[src/rtl/mem_port_arbiter.sv]
// ---------------------------------------------------------------------------
// mem_port_arbiter
//
// Shares one synchronous single-port memory between two requesters:
//   port 0 : multi-cycle CPU memory interface (fetch and load/store)
//   port 1 : loader / debug master
// Each access runs through an IDLE -> ISSUE -> WAIT -> DONE sequence. The
// memory read latency (MEM_LAT, 1..15) is counted in WAIT.
//
// Arbitration is round-robin by default. When the macro
// MEM_ARB_CPU_PRIO_EN is defined, port 0 has fixed priority instead.
//
// Ports:
//   clk                    system clock, all state on posedge
//   rst                    asynchronous active-low reset
//   req0/req1              access request, held until the matching ack
//   we0/we1                1 = write, 0 = read
//   addr0/addr1            word address
//   wdata0/wdata1          write data
//   ack0/ack1              one-cycle completion pulse
//   rdata0/rdata1          read data, valid with ack, held until the next read
//   mem_en/mem_we          memory strobe / write enable (ISSUE cycle only)
//   mem_addr/mem_wdata     latched address / write data of the current access
//   mem_rdata              memory read data
//   grant                  port owning the current or last access
//   busy                   high whenever the FSM is not in IDLE
// ---------------------------------------------------------------------------
module mem_port_arbiter #(
    parameter int AW      = 32,
    parameter int DW      = 32,
    parameter int MEM_LAT = 1
) (
    input  logic          clk,
    input  logic          rst,
    input  logic          req0,
    input  logic          req1,
    input  logic          we0,
    input  logic          we1,
    input  logic [AW-1:0] addr0,
    input  logic [AW-1:0] addr1,
    input  logic [DW-1:0] wdata0,
    input  logic [DW-1:0] wdata1,
    output logic          ack0,
    output logic          ack1,
    output logic [DW-1:0] rdata0,
    output logic [DW-1:0] rdata1,
    output logic          mem_en,
    output logic          mem_we,
    output logic [AW-1:0] mem_addr,
    output logic [DW-1:0] mem_wdata,
    input  logic [DW-1:0] mem_rdata,
    output logic          grant,
    output logic          busy
);

    typedef enum logic [1:0] {
        IDLE  = 2'd0,
        ISSUE = 2'd1,
        WAIT  = 2'd2,
        DONE  = 2'd3
    } state_t;

    localparam logic [3:0] LAT = 4'(MEM_LAT);

    state_t     state;
    logic [3:0] cnt;
    logic       we_q;
    logic       pick;

    // Winner of the current IDLE cycle; only used when at least one req is high.
`ifdef MEM_ARB_CPU_PRIO_EN
    always_comb begin
        pick = 1'b1;
        if (req0) begin
            pick = 1'b0;
        end
    end
`else
    // Under contention the port that did not own the last access wins.
    // grant resets to 1 so port 0 wins the very first contention.
    always_comb begin
        pick = 1'b1;
        if (req0 && req1) begin
            pick = ~grant;
        end else if (req0) begin
            pick = 1'b0;
        end
    end
`endif

    always_ff @(posedge clk or negedge rst) begin
        if (!rst) begin
            state     <= IDLE;
            cnt       <= 4'd0;
            we_q      <= 1'b0;
            grant     <= 1'b1;
            mem_addr  <= '0;
            mem_wdata <= '0;
            rdata0    <= '0;
            rdata1    <= '0;
        end else begin
            case (state)
                IDLE: begin
                    if (req0 || req1) begin
                        grant     <= pick;
                        mem_addr  <= pick ? addr1  : addr0;
                        mem_wdata <= pick ? wdata1 : wdata0;
                        we_q      <= pick ? we1    : we0;
                        state     <= ISSUE;
                    end
                end
                ISSUE: begin
                    cnt   <= LAT;
                    state <= WAIT;
                end
                WAIT: begin
                    cnt <= cnt - 4'd1;
                    // Last wait cycle: mem_rdata is valid now, MEM_LAT
                    // cycles after the mem_en cycle.
                    if (cnt <= 4'd1) begin
                        if (!we_q) begin
                            if (grant) begin
                                rdata1 <= mem_rdata;
                            end else begin
                                rdata0 <= mem_rdata;
                            end
                        end
                        state <= DONE;
                    end
                end
                DONE: begin
                    state <= IDLE;
                end
                default: begin
                    state <= IDLE;
                end
            endcase
        end
    end

    // Strobes are pure decodes of the state register, so an async reset
    // drops them in the same instant it clears the state.
    assign mem_en = (state == ISSUE);
    assign mem_we = (state == ISSUE) && we_q;
    assign ack0   = (state == DONE) && !grant;
    assign ack1   = (state == DONE) && grant;
    assign busy   = (state != IDLE);

endmodule

[config.mk]
export PLATFORM = sky130hd
export DESIGN_NAME = mem_port_arbiter
export DESIGN_NICKNAME = d
export VERILOG_FILES = /design/src/rtl/mem_port_arbiter.sv
export SDC_FILE = /design/constraint.sdc
export NUM_CORES = 1
export LEC_CHECK = 0
export ABC_AREA = 1
export ABC_CLOCK_PERIOD_IN_PS = 2100
export BUFFER_PORTS_ARGS = -buffer_cell sky130_fd_sc_hd__buf_2
export CAP_MARGIN = 10
export CORE_ASPECT_RATIO = 1.1
export CORE_MARGIN = 2
export CORE_UTILIZATION = 40
export CTS_BUF_LIST = sky130_fd_sc_hd__clkbuf_4 sky130_fd_sc_hd__clkbuf_8 sky130_fd_sc_hd__clkbuf_16
export CTS_CLUSTER_SIZE = 40
export DETAILED_ROUTE_END_ITERATION = 16
export PLACE_DENSITY = 0.77
export SLEW_MARGIN = 20
export SYNTH_ARGS = -nofsm -noshare
export SYNTH_HDL_FRONTEND = slang
export SYNTH_SLANG_ARGS = --single-unit
[constraint.sdc]
create_clock -name clk -period 2.1 [get_ports clk]
set_clock_uncertainty 0.05 [all_clocks]
set_input_delay 0.42 -clock clk [delete_from_list [all_inputs] [get_ports clk]]
set_output_delay 0.42 -clock clk [all_outputs]
set_load 0.02 [all_outputs]
# Word level (Yosys, flattened, before mapping)
# Cells that the tools add are included.
[totals] regBits=136 in_bits=166 output_inout_bits=134 wordCells=39
[op_classes] addsub=1 n_lt_le_gt_ge=1 n_eq_ne=5 n_mux=9 bitwise=2 n_reduce_logical=13
[ops] op="32-bit 2-to-1 mux" n=2
[ops] op="2-bit one-hot mux with 4 select lines" n=1
[ops] op="4-bit one-hot mux with 2 select lines" n=1
[ops] op="4-bit AND reduction" n=2
[ops] op="2-bit equality test (second input constant)" n=2
[ops] op="4-bit by 1-bit less-or-equal comparator with 1-bit output (second input constant)" n=1
[ops] op="1-bit logical AND" n=4
[ops] op="2-bit 2-to-1 mux" n=2
[ops] op="2-bit != test (second input constant)" n=2
[ops] op="2-bit AND reduction" n=2
[ops] op="2-bit nonzero test" n=2
[ops] op="4-bit by 1-bit subtractor with 4-bit output (second input constant)" n=1
[ops] op="1-bit 2-to-1 mux" n=3
[ops] op="2-bit by 1-bit equality test with 1-bit output (second input constant)" n=1
[ops] op="2-bit logical NOT" n=1
[ops] op="1-bit NOT" n=2
[ops] op="1-bit logical NOT" n=1
[ops] op="1-bit logical OR" n=1

# Logic depth before layout (Yosys ltp)
# Gate-level depths: netlist (run 1).
[logic_depth] depth_word=3 depth_mapped=9 mapped_depth_nobuf=9

# Worst setup path before layout (run 1)
# No wires, ideal clock.
[synth_timing] path_kind="reg-to-reg" from="register state[0]" to="register mem_addr[0]" setup_ns=0.117 arrival_time_ns=1.399 required_time_ns=1.933 setup_slack_ns=0.534 stages_incl_launch_ff=10 path_buffers=2 synth_period_minus_slack_ns=1.566 path_cell_list="dfrtp_1 inv_1 ha_1 inv_1 a21oi_2 inv_2 buf_2 buf_2 nand2_1 nand2_1"
[synth_between] elab_chain_cells=2
[synth_lines] item="start, declared" line_no="65" rtl="state_t state;"
[synth_lines] item="start signal, assigned" line_no="93" rtl="state <= IDLE;"
[synth_lines] item="start signal, assigned" line_no="109" rtl="state <= ISSUE;"
[synth_lines] item="start signal, assigned" line_no="114" rtl="state <= WAIT;"
[synth_lines] item="2-bit logical NOT" line_no="102" rtl="case (state)"
[synth_lines] item="2-bit AND reduction (no line)"
[synth_lines] item="end signal, assigned" line_no="106" rtl="mem_addr <= pick ? addr1 : addr0;"
[synth_lines] item="end, declared" line_no="49" rtl="output logic [AW-1:0] mem_addr,"
# Every way passes these cells.
# A chain may end at the register's enable or synchronous reset.

# Worst setup path after layout (run 1)
[layout_timing] from="register state[0]" to="output busy"
[layout_between] elab_chain_cells=1
[layout_lines] item="2-bit nonzero test" line_no="147" rtl="assign busy = (state != IDLE);"
[layout_lines] item="end, declared" line_no="53" rtl="output logic busy"
# Every way passes these cells.

==> reports/qor.json, run 1 <==
{
  "total_die_area_sq_mm": 0.0172,
  "rows": 48,
  "critPathArrivalTime_ns": 1.48,
  "timing.critical_path.to_type": "output port",
  "finalSetupViolCount": 0,
  "hold_class": "input port to register",
  "fillers": 1508,
  "combPwrFrac_pct": 47.9,
  "numClockSinks": 136,
  "num-nets-final": 1296,
  "dr.first_iter.drc_count": 338,
  "switching_power_mw": 6.79,
  "routed_wirelength_um": 20900,
  "max-slew-margin-rel_pct": 63.8,
  "htree_levels": 4,
  "timing_worst_slew_pin_value_ns": 0.543,
  "critPathRequiredTime_ns": 1.63,
  "clock-root-buffer": "sky130_fd_sc_hd__clkbuf_16",
  "cellPowerDensity_mw_per_mm2": 1680,
  "power.sequential.fraction_pct": 31.9,
  "antenna_found_initial": 7,
  "cts-buffers-inserted": 17,
  "dr.pass1.iters": 4,
  "grt_pass1_wl_um": 33200,
  "critical_path_peak_fanout": 4,
  "syn-instance-count": 848,
  "finalHoldViolCount": 0,
  "power_frac_clock_pct": 20.2,
  "cap_violations": 0,
  "dieWidth_um": 125,
  "fp.dieH_um": 137,
  "cts_tree": "done",
  "worstSkewPairLatency_ns": 0.41,
  "route.detailed.drc": 0,
  "grt_remaining_overflow": 0,
  "sw_frac_of_total_pct": 46.2,
  "p_int_mw": 7.91,
  "grt_setup_unrepaired": "false",
  "io_buffer_count": 299,
  "route.detailed.wl_per_inst_um": 15.6,
  "number_of_global_route_vias_before_repair": 6413,
  "timing.final.max_slew_violations": 0,
  "grt_max_degree": 59,
  "io-pin-count": 300,
  "synth.yosys.seq_area_share_pct": 52.8,
  "mappedNetlistArea_sq_mm": 0.00645,
  "synthesis.area_per_instance_sq_um": 7.61,
  "final.min_clock_period_ns": 1.95,
  "place.detailed.instances": 1304,
  "routabilityCongestion": 0.800,
  "clock_path_buffers": 2,
  "pleak_nw": 5.14,
  "globalRouteTotalUtil_pct": 24.4,
  "postSynthNetCount": 1020,
  "area.growth.synth_to_final_pct": 35.5,
  "total_of_flip_flops_plus_latches_after_synthesis": 136,
  "layoutNonFillerInstCount": 1343,
  "run_status": "complete, no violations",
  "netlist-cell-type-count": 17,
  "coreArea_sq_mm": 0.0157,
  "drtAntennaViolNets": 0,
  "irDropWorstVdd_mv": 0.675,
  "finalSetupTns_ns": 0,
  "place_hpwl_um": 15000,
  "starting_utilization_of_the_core_area_pct": 41.0,
  "worstSetupPathType": "register to output port",
  "count_of_vias_placed_by_the_detailed_router": 6631,
  "drive_above_1_share_pct": 31.8,
  "vias_per_cell": 4.94,
  "type_of_origin_of_the_critical_path": "register",
  "max_freq_mhz": 512,
  "layout_worst_path_cycle_share_pct": 93.1,
  "clk_pin_slew_worst_paths_ns": 0.06,
  "synthesis.yosys.warnings": 0,
  "r2r_slack_ns": 0.36
}
repair_timing:
action / 4_1_cts / 5_1_grt
resized for setup: 0 / 0
hold buffers: 1 / 0
setup buffers: 0 / 0
endpoints found under the hold margin: 32 / 0
critical path: stages, from the launching register on:
cell	delay, ns
sky130_fd_sc_hd__dfrtp_1	0.40
sky130_fd_sc_hd__inv_1	0.08
sky130_fd_sc_hd__ha_1	0.21
sky130_fd_sc_hd__inv_1	0.14
sky130_fd_sc_hd__buf_2	0.24
layout by cell type (no fill, tap or decap), types with 3 or more instances in the layout:
cell	n
sky130_fd_sc_hd__buf_4	15
sky130_fd_sc_hd__ha_1	5
sky130_fd_sc_hd__buf_12	4
sky130_fd_sc_hd__nand3_1	72
sky130_fd_sc_hd__inv_2	3
sky130_fd_sc_hd__buf_2	298
sky130_fd_sc_hd__inv_1	15
sky130_fd_sc_hd__o21ai_0	4
sky130_fd_sc_hd__dfrtp_1	135
sky130_fd_sc_hd__clkinv_2	4
sky130_fd_sc_hd__nor2_1	8
sky130_fd_sc_hd__nand2_1	470
sky130_fd_sc_hd__nand4_1	64
sky130_fd_sc_hd__diode_2	6
sky130_fd_sc_hd__clkbuf_16	17
sky130_fd_sc_hd__clkinvlp_4	5
registers in the layout, summed over array words and instances (netlist names):
| name | cells |
|---|---|
| mem_addr | 32 |
| we_q | 1 |
| cnt | 4 |
| rdata1 | 32 |
| mem_wdata | 32 |
| rdata0 | 32 |
| state | 2 |
| grant | 1 |
metrics by stage:
stage          power (mW)  cell area (sq um)  worst slack, ns  util, %  hold slack, ns
2_1_floorplan        9.24               6450            0.534        -          0.0744
3_3_place_gp         11.6               8130            0.394     51.7           0.288
3_5_place_dp         11.8               8130            0.360     51.7           0.285
4_1_cts              14.8               8730            0.132     55.5           0.210
5_1_grt              15.8               8730           0.0596     55.5           0.221
6_report             14.7               8740            0.145     55.6           0.224
cell type report:
class	instances	area, sq um	area share [%]
Tap cell	200	250	2.86
Sequential cell	136	3400	38.9
Clock inverter	12	126	1.45
Multi-Input combinational cell	632	2720	31.0
Inverter	18	67.6	0.773
Antenna cell	6	15.0	0.172
Timing Repair Buffer	319	1710	19.5
Clock buffer	20	460	5.27
kinds of logic (layout without fill, tap and decap cells):
family | count (synthesis) | in the layout | share of synthesized area (%)
and+or+nand+nor | 619 | 619 | 39.9
DFF | 136 | 136 | 52.8
buffers and inverters | 80 | 369 | 5.55
AOI/OAI and AO/OA | 7 | 7 | 0.601
adders and majority gates | 6 | 6 | 1.16
other | 0 | 6 | 0
metal layers:
metal  part of all wire, %  global-route usage [%]
met3                   8.7                    7.77
met2                    50                    41.0
met4                   1.1                    6.60
met1                    40                    30.6
met5                 0.062                       0
path summary, 6_finish.rpt:
path,start,to,cells past startpoint
worst max-delay path,state[0]$_DFFE_PN0P_,busy,4
worst max register to register,state[0]$_DFFE_PN0P_,mem_wdata[17]$_DFFE_PN0P_,7
worst min register to register,rdata0[29]$_DFFE_PN0P_,rdata0[29]$_DFFE_PN0P_,2
max in group asynchronous,rst,grant$_DFFE_PN1P_,3
worst min-delay path,mem_rdata[20],rdata0[20]$_DFFE_PN0P_,3
min in group asynchronous,rst,rdata0[8]$_DFFE_PN0P_,2
power by group through the flow:
stage,clock network (mW),logic (mW),registers (mW)
6_report,2.97,7.05,4.68
5_1_grt,3.14,7.79,4.84
4_1_cts,3.02,7.11,4.68
3_5_place_dp,0,7.12,4.68
3_3_place_gp,0,6.94,4.67
2_1_floorplan,0,3.11,6.13
Yosys cell counts:
| master | instances | area share [%] |
|---|---|---|
| sky130_fd_sc_hd__a21oi_1 | 2 | 0.16 |
| sky130_fd_sc_hd__dfrtp_1 | 135 | 52 |
| sky130_fd_sc_hd__nand4_1 | 64 | 6.2 |
| sky130_fd_sc_hd__buf_1 | 1 | 0.058 |
| sky130_fd_sc_hd__buf_4 | 3 | 0.35 |
| sky130_fd_sc_hd__inv_1 | 15 | 0.87 |
| sky130_fd_sc_hd__nand2_1 | 472 | 27 |
| sky130_fd_sc_hd__nor2_1 | 10 | 0.58 |
| sky130_fd_sc_hd__o21ai_0 | 4 | 0.31 |
| sky130_fd_sc_hd__a21oi_2 | 1 | 0.14 |
| sky130_fd_sc_hd__clkbuf_1 | 21 | 1.2 |
| sky130_fd_sc_hd__nor2_2 | 1 | 0.097 |
| sky130_fd_sc_hd__inv_2 | 3 | 0.17 |
| sky130_fd_sc_hd__ha_1 | 6 | 1.2 |
| sky130_fd_sc_hd__dfstp_2 | 1 | 0.41 |
| sky130_fd_sc_hd__buf_2 | 37 | 2.9 |
| sky130_fd_sc_hd__nand3_1 | 72 | 5.6 |
Note: power is estimated with default switching activity, not from simulation.
==> run 2: changes to the inputs <==
--- a/config.mk
+++ b/config.mk
@@ -12,9 +12,9 @@
 export CORE_ASPECT_RATIO = 1.1
 export CORE_MARGIN = 2
-export CORE_UTILIZATION = 40
+export CORE_UTILIZATION = 47
 export CTS_BUF_LIST = sky130_fd_sc_hd__clkbuf_4 sky130_fd_sc_hd__clkbuf_8 sky130_fd_sc_hd__clkbuf_16
 export CTS_CLUSTER_SIZE = 40
 export DETAILED_ROUTE_END_ITERATION = 16
-export PLACE_DENSITY = 0.77
+export PLACE_DENSITY = 0.87
 export SLEW_MARGIN = 20
 export SYNTH_ARGS = -nofsm -noshare
==> constraint.sdc (replaced) <==
create_clock -name clk -period 2.1 [get_ports clk]
set_clock_uncertainty 0.05 [all_clocks]
set_input_delay 0.21 -clock clk [delete_from_list [all_inputs] [get_ports clk]]
set_output_delay 0.21 -clock clk [all_outputs]
set_load 0.02 [all_outputs]
==> run 2 against run 1 <==
Count of clock-buffer cells in the layout up 8. Maximum frequency grew 7.5%. Cell count shrank 1.8%. Sequential cell count did not move. Largest cell class unchanged. Highest routed layer unchanged. Wire length fell by 5.7%. Utilization rose by 9.5 points. Sequential share of layout area increased by 0.33 points.
==> reports/qor.json, run 2 (synthesis results as in run 1) <==
{
  "run_status": {"value": "complete, no violations", "change": "unchanged"},
  "whs": {"value": 0.0161, "unit": "ns", "change": "was 0.224 ns"},
  "dr.first_iter.drc_count": {"value": 514, "change": "was 338"},
  "hold_class": {"value": "input port to register", "change": "unchanged"},
  "grt_remaining_overflow": {"value": 0, "change": "unchanged"},
  "clk_pin_slew_worst_paths": {"value": 0.05, "unit": "ns", "change": "was 0.06 ns"},
  "most-common-layout-cells": {"value": "sky130_fd_sc_hd__nand2_1 (470), sky130_fd_sc_hd__buf_2 (298), sky130_fd_sc_hd__dfrtp_1 (135)", "change": "unchanged"},
  "final.min_clock_period": {"value": 1.82, "unit": "ns", "change": "was 1.95 ns"},
  "globalRouteTotalUtil": {"value": 26.7, "unit": "%", "change": "was 24.4%"},
  "route.detailed.wl_per_inst": {"value": 15.0, "unit": "um", "change": "was 15.6 um"},
  "finalHoldViolCount": {"value": 0, "change": "unchanged"},
  "r2r_slack": {"value": 0.28, "unit": "ns", "change": "was 0.36 ns"},
  "type_of_origin_of_the_critical_path": {"value": "register", "change": "unchanged"},
  "coreArea": {"value": 0.0133, "unit": "sq mm", "change": "was 0.0157 sq mm"},
  "groute.layer.met2.usage": {"value": 42.4, "unit": "%", "change": "was 41.0%"},
  "timing_worst_slew_pin_value": {"value": 0.674, "unit": "ns", "change": "was 0.543 ns"},
  "cts_tree": {"value": "done", "change": "unchanged"},
  "drtAntennaViolNets": {"value": 0, "change": "unchanged"},
  "max_freq": {"value": 550, "unit": "MHz", "change": "was 512 MHz"},
  "fillers": {"value": 1140, "change": "was 1508"},
  "routed_wirelength": {"value": 19700, "unit": "um", "change": "was 20900 um"},
  "critical_path.n_buffers_inverters": {"value": 3, "change": "unchanged"},
  "grt_setup_unrepaired": {"value": "false", "change": "unchanged"},
  "area_taken_by_flip_flops_and_latches": {"value": 0.00340, "unit": "sq mm", "change": "unchanged"},
  "min_delay_worst_endpoint": {"value": "rdata1[23]$_DFFE_PN0P_", "change": "was rdata0[20]$_DFFE_PN0P_"},
  "clock_path_buffers": {"value": 2, "change": "unchanged"},
  "finalSetupViolCount": {"value": 0, "change": "unchanged"},
  "dieWidth": {"value": 116, "unit": "um", "change": "was 125 um"},
  "vias_per_cell": {"value": 5.11, "change": "was 4.94"},
  "num-nets-final": {"value": 1293, "change": "was 1296"},
  "cellPowerDensity": {"value": 1680, "unit": "mW/mm^2", "change": "about the same"},
  "finalSetupTns": {"value": 0, "unit": "ns", "change": "unchanged"},
  "htree_levels": {"value": 4, "change": "unchanged"},
  "number_of_global_route_vias_before_repair": {"value": 6310, "change": "was 6413"},
  "multi_input_gate_area": {"value": 0.00272, "unit": "sq mm", "change": "unchanged"},
  "grt_pass1_wl": {"value": 30700, "unit": "um", "change": "was 33200 um"},
  "route.detailed.drc": {"value": 0, "change": "unchanged"},
  "cpPeakStageDelay": {"value": 0.55, "unit": "ns", "change": "was 0.40 ns"},
  "worstSetupPathType": {"value": "register to register", "change": "was register to output port"},
  "io_buffer_count": {"value": 299, "change": "unchanged"},
  "fp.dieH": {"value": 127, "unit": "um", "change": "was 137 um"},
  "critPathRequiredTime": {"value": 2.39, "unit": "ns", "change": "was 1.63 ns"},
  "starting_utilization_of_the_core_area": {"value": 48.4, "unit": "%", "change": "was 41.0%"},
  "count_of_vias_placed_by_the_detailed_router": {"value": 6745, "change": "was 6631"},
  "worstSkewPairLatency": {"value": 0.41, "unit": "ns", "change": "about the same"},
  "area.growth.synth_to_final": {"value": 34.4, "unit": "%", "change": "was 35.5%"},
  "rows": {"value": 44, "change": "was 48"},
  "worst_path_cell_with_the_longest_stage_delay": {"value": "sky130_fd_sc_hd__buf_4", "change": "was sky130_fd_sc_hd__dfrtp_1"},
  "timing.final.max_slew_violations": {"value": 0, "change": "unchanged"},
  "cts_resized": {"value": 0, "change": "unchanged"},
  "critPathArrivalTime": {"value": 2.11, "unit": "ns", "change": "was 1.48 ns"},
  "total_die_area": {"value": 0.0147, "unit": "sq mm", "change": "was 0.0172 sq mm"},
  "grt_most_used_layer": {"value": "met2", "change": "unchanged"},
  "r2r.worst_path.cells": {"value": 7, "change": "unchanged"},
  "timing.rr.start": {"value": "state[0]$_DFFE_PN0P_", "change": "unchanged"},
  "placement.cell_area": {"value": 0.00809, "unit": "sq mm", "change": "was 0.00813 sq mm"},
  "rr_endpoint": {"value": "mem_wdata[26]$_DFFE_PN0P_", "change": "was mem_wdata[17]$_DFFE_PN0P_"},
  "worstHoldPathCells": {"value": 3, "change": "unchanged"},
  "clock-root-buffer": {"value": "sky130_fd_sc_hd__clkbuf_16", "change": "unchanged"},
  "layout.cells.most_common": {"value": "sky130_fd_sc_hd__nand2_1", "change": "unchanged"},
  "dr.pass1.iters": {"value": 7, "change": "was 4"},
  "crit_path_cell_trace": {"value": "inv_1 -> ha_1 -> inv_1 -> a21oi_4 -> buf_4 -> nand2_1 -> nand2_1", "change": "was inv_1 -> ha_1 -> inv_1 -> buf_2"},
  "stdcell_area": {"value": 0.00867, "unit": "sq mm", "change": "was 0.00874 sq mm"},
  "cts-buffers-inserted": {"value": 17, "change": "unchanged"},
  "max-slew-margin-rel": {"value": 55.1, "unit": "%", "change": "was 63.8%"},
  "numClockSinks": {"value": 136, "change": "unchanged"},
  "grt.met1_usage": {"value": 33.1, "unit": "%", "change": "was 30.6%"},
  "postCtsSetupRepairBufs": {"value": 0, "change": "unchanged"},
  "io-pin-count": {"value": 300, "change": "unchanged"},
  "critical_path_peak_fanout": {"value": 67, "change": "was 4"},
  "pleak": {"value": 5.14, "unit": "nW", "change": "about the same"},
  "routabilityCongestion": {"value": 0.859, "change": "was 0.800"},
  "place_hpwl": {"value": 13700, "unit": "um", "change": "was 15000 um"},
  "drive_above_1_share": {"value": 31.5, "unit": "%", "change": "was 31.8%"},
  "critical_path.top_delay_family": {"value": "buffers and inverters", "change": "unchanged"},
  "irDropWorstVdd": {"value": 0.912, "unit": "mV", "change": "was 0.675 mV"},
  "cap_violations": {"value": 0, "change": "unchanged"},
  "antenna_found_initial": {"value": 1, "change": "was 7"},
  "layout_worst_path_cycle_share": {"value": 86.6, "unit": "%", "change": "was 93.1%"},
  "hp-start": {"value": "mem_rdata[23]", "change": "was mem_rdata[20]"},
  "timing.critical_path.to_type": {"value": "register", "change": "was output port"},
  "global_route.usage.met3": {"value": 7.64, "unit": "%", "change": "was 7.77%"},
  "grt_max_degree": {"value": 68, "change": "was 59"}
}
run 2: changes by cell type in the layout (fill, tap and decap cells not counted), moves of 2 or more:
cell,previous run,this run
sky130_fd_sc_hd__clkbuf_4,1,8
sky130_fd_sc_hd__clkinvlp_4,5,0
sky130_fd_sc_hd__diode_2,6,2
sky130_fd_sc_hd__buf_4,15,12
sky130_fd_sc_hd__clkinv_2,4,2
run 2: tightest hold or removal path: stages:
cell	delay, ns
sky130_fd_sc_hd__buf_2	0.09
sky130_fd_sc_hd__nand4_1	0.08
sky130_fd_sc_hd__nand2_1	0.07
run 2: layout make-up:
type                    count  share of cell area, %
flip-flops and latches    136                   39.3
inverters                  18                  0.779
clock buffers              28                   6.07
well taps                 184                   2.65
repair buffers            316                   19.4
multi-input cells         632                   31.3
diodes                      2                 0.0577
clock inverters             3                  0.462
run 2: repair_timing:
action | 4_1_cts | 5_1_grt
hold endpoints to repair | 39 | 0
hold buffers | 1 | 0
endpoints found under the setup margin | 0 | 0
run 2: report_power, final:
group	total [mW]	leakage (nW)	switching (mW)	internal, mW
combinational	7.03	3.19	4.87	2.17
clock	2.86	0.290	1.05	1.82
sequential	4.68	1.66	0.738	3.94
total	14.6	5.14	6.65	7.92
run 2: metal layers:
layer / vias up / share of wire, %
li1: 3250 / -
met1: 3094 / 39
met2: 343 / 48
met3: 56 / 9.7
met4: 2 / 3.7
met5: - / 0.071
run 2: worst max path at each step:
stage                         startpoint                        end  cells after the start
floorplan           state[0]$_DFFE_PN0P_    mem_addr[0]$_DFFE_PN0P_                      9
global placement    state[0]$_DFFE_PN0P_   mem_wdata[4]$_DFFE_PN0P_                      7
detailed placement  state[1]$_DFFE_PN0P_  mem_wdata[17]$_DFFE_PN0P_                      7
CTS                 state[1]$_DFFE_PN0P_          grant$_DFFE_PN1P_                      7
global route        state[1]$_DFFE_PN0P_    mem_addr[9]$_DFFE_PN0P_                      7
finish              state[0]$_DFFE_PN0P_  mem_wdata[26]$_DFFE_PN0P_                      7
run 2: per-stage QoR:
step	total power [mW]	utilization, %	instances	setup slack [ns]
global route	15.6	65.1	1318	0.128
floorplan	9.24	-	848	0.534
finish	14.6	65.1	1319	0.281
CTS	14.6	65.1	1317	0.291
global placement	11.5	60.7	1285	0.368
detailed placement	11.7	60.7	1285	0.304
==> run 3: changes to the inputs <==
ABC_CLOCK_PERIOD_IN_PS = 1970   (was 2100)
clock period = 1.97 ns   (was 2.1 ns; I/O delays follow)
==> run 3 against run 2 <==
First-iteration DRC count rose by 30%. Cell area rose by 5.0%. Wire length rose by 8.1%. Cell count rose by 2.6%. Sequential cell count did not move. Critical path depth fell by 3. Setup slack got worse by 0.042 ns. Clock power rose by 15%. Critical path type is now register to output port. Critical endpoint is now ack0. Largest power group unchanged.
==> reports/qor.json, run 3 (synthesis results as in run 1) <==
{
  "run_status": {"value": "complete, no violations", "change": "unchanged"},
  "routabilityCongestion": {"value": 0.874, "change": "was 0.859"},
  "num-nets-final": {"value": 1324, "change": "was 1293"},
  "dieWidth": {"value": 116, "unit": "um", "change": "unchanged"},
  "dr.first_iter.drc_count": {"value": 670, "change": "was 514"},
  "fillers": {"value": 1089, "change": "was 1140"},
  "antenna_found_initial": {"value": 2, "change": "was 1"},
  "vias_per_cell": {"value": 5.24, "change": "was 5.11"},
  "layout_worst_path_cycle_share_pct": 87.9,
  "number_of_global_route_vias_before_repair": {"value": 6922, "change": "was 6310"},
  "clock-root-buffer": {"value": "sky130_fd_sc_hd__clkbuf_16", "change": "unchanged"},
  "post_place_setup_slack": {"value": 0.271, "unit": "ns", "change": "was 0.304 ns"},
  "count_of_vias_placed_by_the_detailed_router": {"value": 7093, "change": "was 6745"},
  "max-slew-margin-rel": {"value": 65.8, "unit": "%", "change": "was 55.1%"},
  "final.min_clock_period_ns": 1.73,
  "cts_resized": {"value": 0, "change": "unchanged"},
  "place_hpwl": {"value": 14100, "unit": "um", "change": "was 13700 um"},
  "finalSetupViolCount": {"value": 0, "change": "unchanged"},
  "max_freq_mhz": 578,
  "cpPeakStageDelay": {"value": 0.40, "unit": "ns", "change": "was 0.55 ns"},
  "cellPowerDensity": {"value": 1760, "unit": "mW/mm^2", "change": "was 1680 mW/mm^2"},
  "cts-buffers-inserted": {"value": 17, "change": "unchanged"},
  "globalRouteTotalUtil": {"value": 29.7, "unit": "%", "change": "was 26.7%"},
  "timing.critical_path.to_type": {"value": "output port", "change": "was register"},
  "final_critical_path_setup_slack": {"value": 0.239, "unit": "ns", "change": "was 0.281 ns"},
  "layout.core_utilization": {"value": 68.3, "unit": "%", "change": "was 65.1%"},
  "postCtsSetupRepairBufs": {"value": 0, "change": "unchanged"},
  "critPathRequiredTime": {"value": 1.72, "unit": "ns", "change": "was 2.39 ns"},
  "r2r.worst_path.cells": {"value": 7, "change": "unchanged"},
  "grt_pass1_wl": {"value": 33800, "unit": "um", "change": "was 30700 um"},
  "worstHoldPathCells": {"value": 5, "change": "was 3"},
  "grt_remaining_overflow": {"value": 0, "change": "unchanged"},
  "critical_path_peak_fanout": {"value": 4, "change": "was 67"},
  "r2r_slack": {"value": 0.25, "unit": "ns", "change": "was 0.28 ns"},
  "io_buffer_count": {"value": 299, "change": "unchanged"},
  "finalHoldViolCount": {"value": 0, "change": "unchanged"},
  "dr.pass1.iters": {"value": 5, "change": "was 7"},
  "numClockSinks": {"value": 136, "change": "unchanged"},
  "drtAntennaViolNets": {"value": 0, "change": "unchanged"},
  "cts.hold.buffers_added": {"value": 32, "change": "was 1"},
  "htree_levels": {"value": 4, "change": "unchanged"},
  "finalSetupTns": {"value": 0, "unit": "ns", "change": "unchanged"},
  "cap_violations": {"value": 0, "change": "unchanged"},
  "timing_worst_slew_pin_value": {"value": 0.512, "unit": "ns", "change": "was 0.674 ns"},
  "area.growth.synth_to_final": {"value": 41.1, "unit": "%", "change": "was 34.4%"},
  "timing.rr.start": {"value": "cnt[0]$_DFFE_PN0P_", "change": "was state[0]$_DFFE_PN0P_"},
  "worstSetupPathType": {"value": "register to output port", "change": "was register to register"},
  "total_power": {"value": 16.0, "unit": "mW", "change": "was 14.6 mW"},
  "worst_path_cell_with_the_longest_stage_delay": {"value": "sky130_fd_sc_hd__dfrtp_1", "change": "was sky130_fd_sc_hd__buf_4"},
  "clock_path_buffers": {"value": 2, "change": "unchanged"},
  "layout.cells.most_common": {"value": "sky130_fd_sc_hd__nand2_1", "change": "unchanged"},
  "route.detailed.drc": {"value": 0, "change": "unchanged"},
  "min_delay_worst_endpoint": {"value": "mem_addr[29]$_DFFE_PN0P_", "change": "was rdata1[23]$_DFFE_PN0P_"},
  "starting_utilization_of_the_core_area": {"value": 48.4, "unit": "%", "change": "unchanged"},
  "route.detailed.wl_per_inst": {"value": 15.8, "unit": "um", "change": "was 15.0 um"},
  "type_of_origin_of_the_critical_path": {"value": "register", "change": "unchanged"},
  "total_die_area": {"value": 0.0147, "unit": "sq mm", "change": "unchanged"},
  "rr_endpoint": {"value": "rdata0[3]$_DFFE_PN0P_", "change": "was mem_wdata[26]$_DFFE_PN0P_"},
  "most-common-layout-cells": {"value": "sky130_fd_sc_hd__nand2_1 (470), sky130_fd_sc_hd__buf_2 (298), sky130_fd_sc_hd__dfrtp_1 (135)", "change": "unchanged"},
  "routed_wirelength": {"value": 21300, "unit": "um", "change": "was 19700 um"},
  "coreArea": {"value": 0.0133, "unit": "sq mm", "change": "unchanged"},
  "cts_tree": {"value": "done", "change": "unchanged"},
  "fp.dieH": {"value": 127, "unit": "um", "change": "unchanged"},
  "critPathArrivalTime": {"value": 1.48, "unit": "ns", "change": "was 2.11 ns"},
  "clk_pin_slew_worst_paths": {"value": 0.06, "unit": "ns", "change": "was 0.05 ns"},
  "drive_above_1_share": {"value": 30.7, "unit": "%", "change": "was 31.5%"},
  "crit_path_cell_trace": {"value": "ha_1 -> inv_1 -> nor2_1 -> buf_2", "change": "was inv_1 -> ha_1 -> inv_1 -> a21oi_4 -> buf_4 -> nand2_1 -> nand2_1"},
  "hold_class": {"value": "input port to register", "change": "unchanged"},
  "pleak": {"value": 5.31, "unit": "nW", "change": "was 5.14 nW"},
  "rows": {"value": 44, "change": "unchanged"},
  "worstSkewPairLatency": {"value": 0.42, "unit": "ns", "change": "was 0.41 ns"},
  "irDropWorstVdd": {"value": 0.844, "unit": "mV", "change": "was 0.912 mV"},
  "grt_max_degree": {"value": 65, "change": "was 68"},
  "grt_setup_unrepaired": {"value": "false", "change": "unchanged"},
  "io-pin-count": {"value": 300, "change": "unchanged"},
  "hp-start": {"value": "addr1[29]", "change": "was mem_rdata[23]"},
  "timing.final.max_slew_violations": {"value": 0, "change": "unchanged"}
}
==> run 3: critical path: cells and delay by family (launching register included) <==
family	cells	cell delay, ns
flops	1	0.40
fa+ha+maj	1	0.19
buf+inv	2	0.27
simple gates	1	0.20
==> run 3: area by class of cell <==
type / instances / area (sq um) / area share [%]
clock inverter: 11 / 145 / 1.59
multi-input combinational: 632 / 2720 / 29.8
clock buffer: 21 / 474 / 5.21
tap: 184 / 230 / 2.53
timing repair buffer: 347 / 2060 / 22.6
inverter: 18 / 67.6 / 0.742
sequential: 136 / 3400 / 37.4
antenna: 4 / 10.0 / 0.110
==> run 3: worst max path at each step <==
stage / from / endpoint / slack, ns / cells after the start
floorplan: state[0]$_DFFE_PN0P_ / mem_addr[0]$_DFFE_PN0P_ / 0.40 / 9
global placement: cnt[0]$_DFFE_PN0P_ / rdata0[6]$_DFFE_PN0P_ / 0.36 / 8
detailed placement: cnt[0]$_DFFE_PN0P_ / rdata0[18]$_DFFE_PN0P_ / 0.27 / 8
CTS: state[1]$_DFFE_PN0P_ / ack0 / 0.20 / 4
global route: cnt[0]$_DFFE_PN0P_ / rdata0[3]$_DFFE_PN0P_ / 0.10 / 7
finish: state[1]$_DFFE_PN0P_ / ack0 / 0.24 / 4
==> run 3: per-layer routing <==
layer / track usage (%) / vias up / routed length, um
met5: 0 / - / 0
met4: 15.1 / 0 / 941
met3: 9.41 / 77 / 1950
met2: 48.8 / 408 / 10400
met1: 34.8 / 3293 / 8010
li1: - / 3315 / -
==> run 3: stage by stage <==
stage	hold WS (ns)	area, sq um	std cells
2_1_floorplan	-0.149	6450	848
3_3_place_gp	0.132	8150	1285
3_5_place_dp	0.138	8150	1285
4_1_cts	0.000248	9090	1349
5_1_grt	0.00276	9090	1350
6_report	0.0121	9100	1353
==> run 3: power by group <==
part / internal [mW] / switching (mW)
Clock: 2.10 / 1.19
Sequential: 4.20 / 0.824
Combinational: 2.40 / 5.27
Total: 8.70 / 7.29
